==> config.mk <==
export PLATFORM = sky130hd
export DESIGN_NAME = serial_mem_port
export DESIGN_NICKNAME = d
export VERILOG_FILES = /design/src/rtl/serial_mem_port.sv
export SDC_FILE = /design/constraint.sdc
export NUM_CORES = 1
export LEC_CHECK = 0
export CORE_MARGIN = 2
export CORE_UTILIZATION = 40
export CTS_CLUSTER_SIZE = 10
export DETAILED_ROUTE_END_ITERATION = 8
export PLACE_DENSITY = 0.68
export SYNTH_ARGS = -nofsm -noshare
export SYNTH_HDL_FRONTEND = slang
export SYNTH_SLANG_ARGS = --single-unit
==> constraint.sdc <==
create_clock -name clk -period 3.5 [get_ports clk]
set_input_delay 0.525 -clock clk [delete_from_list [all_inputs] [get_ports clk]]
set_output_delay 0.525 -clock clk [all_outputs]
set_load 0.02 [all_outputs]
==> src/rtl/serial_mem_port.sv <==
// serial_mem_port: byte-serial link between the CPU control FSM and the
// external memory host.
//   TX: frames a 16-bit word as header {kind,6'b0}, hi byte, lo byte.
//   RX: reassembles hi/lo bytes into a word. If too many idle cycles pass
//       between accepted bytes, the receive is abandoned.
//   The TX and RX paths are independent and may run concurrently.
// Optional build macro SERIAL_CHECKSUM_EN:
//   - TX appends a CHK byte (hdr ^ hi ^ lo).
//   - RX expects a CHK byte (hi ^ lo) and adds the rx_err output.
// Ports:
//   clk, rst_n            clock, asynchronous active-low reset
//   tx_start/tx_word/tx_kind   send request (honoured only while !tx_busy)
//   tx_busy, tx_done      frame in progress / one-cycle completion pulse
//   ard_tx_data/valid/ready    byte channel to the host
//   rx_arm                receive request (honoured only while !rx_busy)
//   rx_busy, rx_word      receive in progress / last good word
//   rx_valid, rx_timeout  one-cycle result pulses
//   ard_rx_data/valid/ready    byte channel from the host
//   rx_err                (checksum build only) one-cycle checksum-mismatch pulse
module serial_mem_port #(
  parameter int unsigned RX_TIMEOUT = 1023
) (
  input  logic        clk,
  input  logic        rst_n,
  input  logic        tx_start,
  input  logic [15:0] tx_word,
  input  logic [1:0]  tx_kind,
  output logic        tx_busy,
  output logic        tx_done,
  output logic [7:0]  ard_tx_data,
  output logic        ard_tx_valid,
  input  logic        ard_tx_ready,
  input  logic        rx_arm,
  output logic        rx_busy,
  output logic [15:0] rx_word,
  output logic        rx_valid,
  output logic        rx_timeout,
  input  logic [7:0]  ard_rx_data,
  input  logic        ard_rx_valid,
  output logic        ard_rx_ready
`ifdef SERIAL_CHECKSUM_EN
  ,
  output logic        rx_err
`endif
);

  typedef enum logic [2:0] {
    TX_IDLE, TX_HDR, TX_HI, TX_LO
`ifdef SERIAL_CHECKSUM_EN
    , TX_CHK
`endif
  } tx_state_t;

  typedef enum logic [1:0] {
    RX_IDLE, RX_HI, RX_LO
`ifdef SERIAL_CHECKSUM_EN
    , RX_CHK
`endif
  } rx_state_t;

  // ---------------- TX path ----------------
  tx_state_t   tx_state, tx_next;
  logic [15:0] tx_word_q;
  logic [1:0]  tx_kind_q;
  logic        tx_done_next;
  logic [7:0]  tx_hdr;

  assign tx_hdr  = {tx_kind_q, 6'b000000};
  assign tx_busy = (tx_state != TX_IDLE);

  always_ff @(posedge clk or negedge rst_n) begin
    if (!rst_n) begin
      tx_state  <= TX_IDLE;
      tx_word_q <= '0;
      tx_kind_q <= '0;
      tx_done   <= 1'b0;
    end else begin
      tx_state <= tx_next;
      tx_done  <= tx_done_next;
      if (tx_state == TX_IDLE && tx_start) begin
        tx_word_q <= tx_word;
        tx_kind_q <= tx_kind;
      end
    end
  end

  always_comb begin
    tx_next      = tx_state;
    tx_done_next = 1'b0;
    ard_tx_valid = 1'b0;
    ard_tx_data  = '0;
    case (tx_state)
      TX_IDLE: if (tx_start) tx_next = TX_HDR;
      TX_HDR: begin
        ard_tx_valid = 1'b1;
        ard_tx_data  = tx_hdr;
        if (ard_tx_ready) tx_next = TX_HI;
      end
      TX_HI: begin
        ard_tx_valid = 1'b1;
        ard_tx_data  = tx_word_q[15:8];
        if (ard_tx_ready) tx_next = TX_LO;
      end
      TX_LO: begin
        ard_tx_valid = 1'b1;
        ard_tx_data  = tx_word_q[7:0];
        if (ard_tx_ready) begin
`ifdef SERIAL_CHECKSUM_EN
          tx_next = TX_CHK;
`else
          tx_next      = TX_IDLE;
          tx_done_next = 1'b1;
`endif
        end
      end
`ifdef SERIAL_CHECKSUM_EN
      TX_CHK: begin
        ard_tx_valid = 1'b1;
        ard_tx_data  = tx_hdr ^ tx_word_q[15:8] ^ tx_word_q[7:0];
        if (ard_tx_ready) begin
          tx_next      = TX_IDLE;
          tx_done_next = 1'b1;
        end
      end
`endif
      default: tx_next = TX_IDLE;
    endcase
  end

  // ---------------- RX path ----------------
  rx_state_t   rx_state, rx_next;
  logic [7:0]  rx_hi;
  logic [15:0] rx_cnt;
  logic [16:0] cnt_inc;
  logic [15:0] commit_word;
  logic        rx_accept, ld_hi, commit, to_fire, err_fire, cnt_clear;
`ifdef SERIAL_CHECKSUM_EN
  logic [7:0]  rx_lo;
  logic        ld_lo;
`endif

  assign ard_rx_ready = (rx_state != RX_IDLE);
  assign rx_busy      = ard_rx_ready;
  assign rx_accept    = ard_rx_valid && ard_rx_ready;
  assign cnt_inc      = {1'b0, rx_cnt} + 17'd1;

  always_comb begin
    rx_next     = rx_state;
    ld_hi       = 1'b0;
    commit      = 1'b0;
    commit_word = {rx_hi, ard_rx_data};
    to_fire     = 1'b0;
    err_fire    = 1'b0;
    cnt_clear   = 1'b0;
`ifdef SERIAL_CHECKSUM_EN
    ld_lo       = 1'b0;
`endif
    if (rx_state == RX_IDLE) begin
      if (rx_arm) begin
        rx_next   = RX_HI;
        cnt_clear = 1'b1;
      end
    end else if (rx_accept) begin
      // An accepted byte always wins over a timeout landing in the same cycle.
      cnt_clear = 1'b1;
      case (rx_state)
        RX_HI: begin
          ld_hi   = 1'b1;
          rx_next = RX_LO;
        end
        RX_LO: begin
`ifdef SERIAL_CHECKSUM_EN
          ld_lo   = 1'b1;
          rx_next = RX_CHK;
`else
          commit  = 1'b1;
          rx_next = RX_IDLE;
`endif
        end
`ifdef SERIAL_CHECKSUM_EN
        RX_CHK: begin
          commit_word = {rx_hi, rx_lo};
          if (ard_rx_data == (rx_hi ^ rx_lo)) commit = 1'b1;
          else err_fire = 1'b1;
          rx_next = RX_IDLE;
        end
`endif
        default: rx_next = RX_IDLE;
      endcase
    end else if (cnt_inc == 17'(RX_TIMEOUT)) begin
      to_fire   = 1'b1;
      cnt_clear = 1'b1;
      rx_next   = RX_IDLE;
    end
  end

  always_ff @(posedge clk or negedge rst_n) begin
    if (!rst_n) begin
      rx_state   <= RX_IDLE;
      rx_hi      <= '0;
      rx_cnt     <= '0;
      rx_word    <= '0;
      rx_valid   <= 1'b0;
      rx_timeout <= 1'b0;
`ifdef SERIAL_CHECKSUM_EN
      rx_lo      <= '0;
      rx_err     <= 1'b0;
`endif
    end else begin
      rx_state   <= rx_next;
      rx_valid   <= commit;
      rx_timeout <= to_fire;
      if (cnt_clear) rx_cnt <= '0;
      else if (rx_state != RX_IDLE) rx_cnt <= cnt_inc[15:0];
      if (ld_hi) rx_hi <= ard_rx_data;
      if (commit) rx_word <= commit_word;
`ifdef SERIAL_CHECKSUM_EN
      if (ld_lo) rx_lo <= ard_rx_data;
      rx_err <= err_fire;
`endif
    end
  end

endmodule

; Yosys cells after proc, flatten, opt, wreduce, memory -nomap -nowiden
; Index checks and enable logic that the tools add are counted.
[classes]
addsub = 1
n_eq_ne = 11
n_mux = 28
reduce_logical = 11
[ops]
columns = op, count
row1 = 16-bit 2-to-1 mux, 2
row2 = 8-bit case mux with 3 select lines, 1
row3 = "16-bit by 1-bit adder with 17-bit output, second input constant", 1
row4 = "17-bit by 10-bit equality test with 1-bit output, second input constant", 1
row5 = 1-bit 2-to-1 mux, 15
row6 = 3-bit 2-to-1 mux, 4
row7 = 3-bit case mux with 4 select lines, 1
row8 = 2-bit 2-to-1 mux, 5
row9 = "2-bit inequality test, second input constant", 5
row10 = "3-bit by 2-bit equality test with 1-bit output, second input constant", 2
row11 = 3-bit nonzero test, 2
row12 = 4-bit AND reduction, 1
row13 = 2-bit nonzero test, 2
row14 = "3-bit by 1-bit equality test with 1-bit output, second input constant", 1
row15 = 3-bit zero test, 1
row16 = 3-bit OR reduction, 1
row17 = "2-bit by 1-bit equality test with 1-bit output, second input constant", 1
row18 = "2-bit equality test, second input constant", 1
row19 = 1-bit logical AND, 2
row20 = 2-bit zero test, 1
row21 = 2-bit AND reduction, 1
[word_totals]
ff_bits = 66
in_bits = 32
output_inout_bits = 31
elab_cells = 61

; Depth between registers and ports, before layout
[depth]
word_depth = 6
ltp_mapped = 9
ltp_nobuf = 8

; Worst setup path before layout
; Ideal clock, no wire load.
[synth_timing]
path_type = flip-flop to flip-flop
start = register rx_cnt[0]
end = register rx_cnt[8]
t_arrival_ps = 2105
required_ps = 3376
path_slack_ps = 1271
path_stages_with_launch = 10
period_less_slack_ps = 2229
cell_sequence = dfrtp_1 ha_1 nand3_1 a21oi_1 a211o_1 a221o_1 o21ai_2 buf_6 nor2_1 a211o_1
[synth_between]
elab_chain_len = 6
[synth_lines]
columns = element, line_no
row1 = from (decl), 133  ; logic [15:0] rx_cnt;
row2 = from (signal assigned), 214  ; else if (rx_state != RX_IDLE) rx_cnt <= cnt_inc[15:0];
row3 = 16-bit by 1-bit adder with 17-bit output *, 145  ; assign cnt_inc = {1'b0, rx_cnt} + 17'd1;
row4 = 17-bit by 10-bit equality test with 1-bit output, 190  ; end else if (cnt_inc == 17'(RX_TIMEOUT)) begin
row5 = 1-bit 2-to-1 mux, 190
row6 = 1-bit 2-to-1 mux, 163  ; end else if (rx_accept) begin
row7 = 1-bit 2-to-1 mux, 158  ; if (rx_state == RX_IDLE) begin
row8 = 16-bit 2-to-1 mux / 2-bit nonzero test (equally long branches), -
; Mark *: on every way between the ends. The rest lies on a longest branch, timed or not. The select of a mux whose other input is x is not followed.
; A chain may end at the register's enable or synchronous reset.

; Final worst setup path
[layout_timing]
start = register tx_state[0]
end = output ard_tx_data[6]
[layout_between]
elab_chain_len = 2
[layout_lines]
columns = element, line_no
row1 = from (decl), 62  ; tx_state_t tx_state, tx_next;
row2 = from (signal assigned), 78  ; tx_state <= tx_next;
row3 = 3-bit by 2-bit equality test with 1-bit output / 3-bit by 1-bit equality test with 1-bit output (equally long branches), 92  ; case (tx_state)
row4 = 8-bit case mux with 3 select lines *, 92
row5 = to (decl), 30  ; output logic [7:0] ard_tx_data,
; Mark *: on every way between the ends. The rest lies on a longest branch, timed or not.

==> flow_summary_export.csv <==
group,metric,value,unit
run_status,status,"finished clean",
clock_network,cts_buffers,9,
worst_setup_path,r2r-start,"rx_cnt[0]",
synthesis,synth_edf_count,0,
sta,tns,0,ns
worst_setup_path,regToRegEndpoint,"rx_cnt[9]",
synthesis,synth_seq_cells,65,
clock_network,cts_hold_buf,0,
worst_setup_path,crit_chain,"inv_1 -> ha_1 -> a222oi_1 -> nor2_1 -> clkdlybuf4s50_1",
sta,period_needed,2.72,ns
detailed_routing,route.met2.wl,3140,um
detailed_routing,routed_wl,6870,um
synthesis,syn-num-nets,352,
worst_setup_path,setup.worst_path.class,"flop to output port",
global_route,grt_pass1_wl,11700,um
finish,drive_gt1_frac,0.140,
detailed_routing,dr_total_vias,2518,
placement,dpl.hpwl,4820,um
floorplan,die_width,92.9,um
detailed_routing,first_iter_violations,128,
synthesis,syn_avg_cell_area,10.1,um^2
finish,antenna_cells,0,
placement,port_buffers,62,
sta,timing.final.ws_setup,0.776,ns
global_route,grt_overflow,0,
sta,fin_skew,0.00849,ns
synthesis,yosysUniqueCellTypes,47,
clock_network,clk_latency,0.33,ns
global_route,antenna_found_initial,0,
detailed_routing,drc,0,
clock_network,ctsLongestPathBuffers,2,
clock_network,clock_sinks,65,
clock_network,root_buffer,"clkbuf_8",
worst_setup_path,crit_family,"buffers and inverters",
detailed_routing,wl_met1,3310,um
clock_network,cts_resized,0,
detailed_routing,dr.pass1.iters,6,
detailed_routing,highest_layer,"met4",
detailed_routing,avgViaCountPerCell,5.23,
pwr,vdd_drop_max,550,uV
placement,placed_area,3860,um^2
floorplan,fp.dieH,92.9,um
pwr,p_leak,1.79,nW
finish,syn2layout_area_growth,28.5,%
clock_network,htreeDepth,3,
global_route,grt_max_degree,43,
clock_network,path_clk_slew,0.07,ns
sta,hold_viol,0,
worst_hold_path,hold_path.class,"primary input to async pin",
worst_setup_path,path_max_fanout,10,
floorplan,coreArea,7690,um^2
floorplan,die_area,8630,um^2
sta,post-route-period-util,0.778,
floorplan,start_util,0.411,
placement,gp_congestion,0.858,
floorplan,rows,32,
synthesis,yosysWarningCount,0,
floorplan,ios,63,
detailed_routing,wire_per_inst,14.3,um
global_route,gr-usage-all-layers,0.169,
worst_setup_path,cpMaxStageDelayCell,"clkdlybuf4s50_1",
sta,setup_viol,0,
synthesis,synthCells,312,
worst_setup_path,cp-end-kind,"output port",
sta,relSlewSlack,0.372,
synthesis,ys_seq_area_frac,0.514,
worst_setup_path,worstPathRequired,2.97,ns
detailed_routing,ant_nets,0,
sta,worst_pin_slew,0.942,ns
placement,post-place-ws,0.953,ns
sta,max_freq,367,MHz
worst_setup_path,critical_path_buf_inv_count,2,
finish,nets,414,
worst_setup_path,cp_slowest_stage_delay,0.61,ns
finish,postLayoutCoreUtil,0.529,
worst_setup_path,ff2ff_path_depth,8,
finish,stdcell_area,4060,um^2
detailed_routing,met3_wirelength,346,um
sta,rsz0062_at_grt,"no",
global_route,grt_pass1_vias,2461,
sta,whs,0.340,ns
clock_network,tritoncts,"yes",
worst_setup_path,cp.arrival,2.20,ns
synthesis,syn_area,3160,um^2
clock_network,post-cts-setup-buffers,0,
flow_run,maxCapViolations,0,
sta,slew_viol_final,0,
pwr,p_per_area,765,nW/um^2
worst_setup_path,worstSetupStartpointType,"flop",
finish,fillerInstances,720,
synthesis,async_reset_ff_frac,1.00,
worst_setup_path,r2r_slack,0.93,ns
synthesis,synth-main-ff-cell,"dfrtp_1",
synth_stat cells, drive strengths merged (6+ instances only):
cell type   n  area share
a22oi       6       0.014
mux2       27       0.096
ha          8       0.032
clkbuf     11       0.014
nand2      69       0.082
dfrtp      65        0.51
inv        10       0.012
nor2       20       0.024
o21ai      20       0.033
nor3        8       0.013
worst max-delay path by stage:
stage / from / endpoint / slack [ns] / cells past startpoint
after CTS: tx_state[0] / ard_tx_data[6] / 0.75 / 5
after global routing: tx_state[0] / ard_tx_data[6] / 0.65 / 5
after global placement: rx_cnt[0] / rx_cnt[9] / 1.04 / 8
final: tx_state[0] / ard_tx_data[6] / 0.78 / 5
after floorplan: rx_cnt[0] / rx_cnt[8] / 1.27 / 9
after detailed placement: rx_cnt[0] / rx_cnt[8] / 0.95 / 8
routing by layer:
layer | vias up | GRT usage
met2 | 70 | 0.258
met4 | 0 | 0.0674
met5 | - | 0
li1 | 1215 | -
met1 | 1228 | 0.236
met3 | 5 | 0.0342
worst register-to-register path, stage by stage, from the launching register on:
cell and delay, ns:
dfrtp_1 0.50, ha_1 0.28, nand3_1 0.17, nor2_1 0.29, and4_1 0.24, o2111ai_1 0.17
o21ai_2 0.42, nor2_1 0.10, a211o_1 0.28
sequential cells by signal (all words and copies together) (netlist names):
register,flops
rx_cnt,16
rx_hi,8
rx_state,2
rx_timeout,1
rx_valid,1
rx_word,16
tx_done,1
tx_kind_q,2
tx_state,2
tx_word_q,16
area by class of cell:
type | instances | area, um^2 | area share
clock inverter | 6 | 67.6 | 0.0166
timing repair buffer | 65 | 638 | 0.157
clock buffer | 10 | 138 | 0.0339
inverter | 11 | 41.3 | 0.0102
sequential | 65 | 1630 | 0.400
multi-input combinational | 222 | 1430 | 0.351
tap | 102 | 128 | 0.0314
per-stage QoR:
stage	total power, mW	cells
detailed placement	2.49	465
global route	3.31	481
finish	3.11	481
CTS	3.15	481
global placement	2.46	465
floorplan	1.97	312
placed cells by master (no fill, tap or decap), drive strengths merged, types with 6 or more instances in the layout:
| cell type | Yosys | final |
|---|---|---|
| dfrtp | 65 | 65 |
| nand2 | 69 | 69 |
| mux2 | 27 | 27 |
| nor2 | 20 | 20 |
| clkdlybuf4s50 | 0 | 61 |
| inv | 10 | 10 |
| clkbuf | 11 | 10 |
| o21ai | 20 | 20 |
| nor3 | 8 | 8 |
| a22oi | 6 | 6 |
| ha | 8 | 8 |
logic make-up after synthesis:
kind of cell / share of synthesized area
DFF: 0.514
muxes: 0.0962
adders and majority gates: 0.0317
xor gates and xnor gates: 0.0138
buffers and inverters: 0.0348
AOI/OAI and AO/OA: 0.114
and+or+nand+nor: 0.195
power by group:
group	total, mW	internal [mW]	leakage [nW]	switching (mW)
sequential	1.19	1.03	0.820	0.166
clock	0.642	0.349	0.0985	0.293
combinational	1.28	0.626	0.868	0.650
Note: power is estimated with default switching activity, not from simulation.
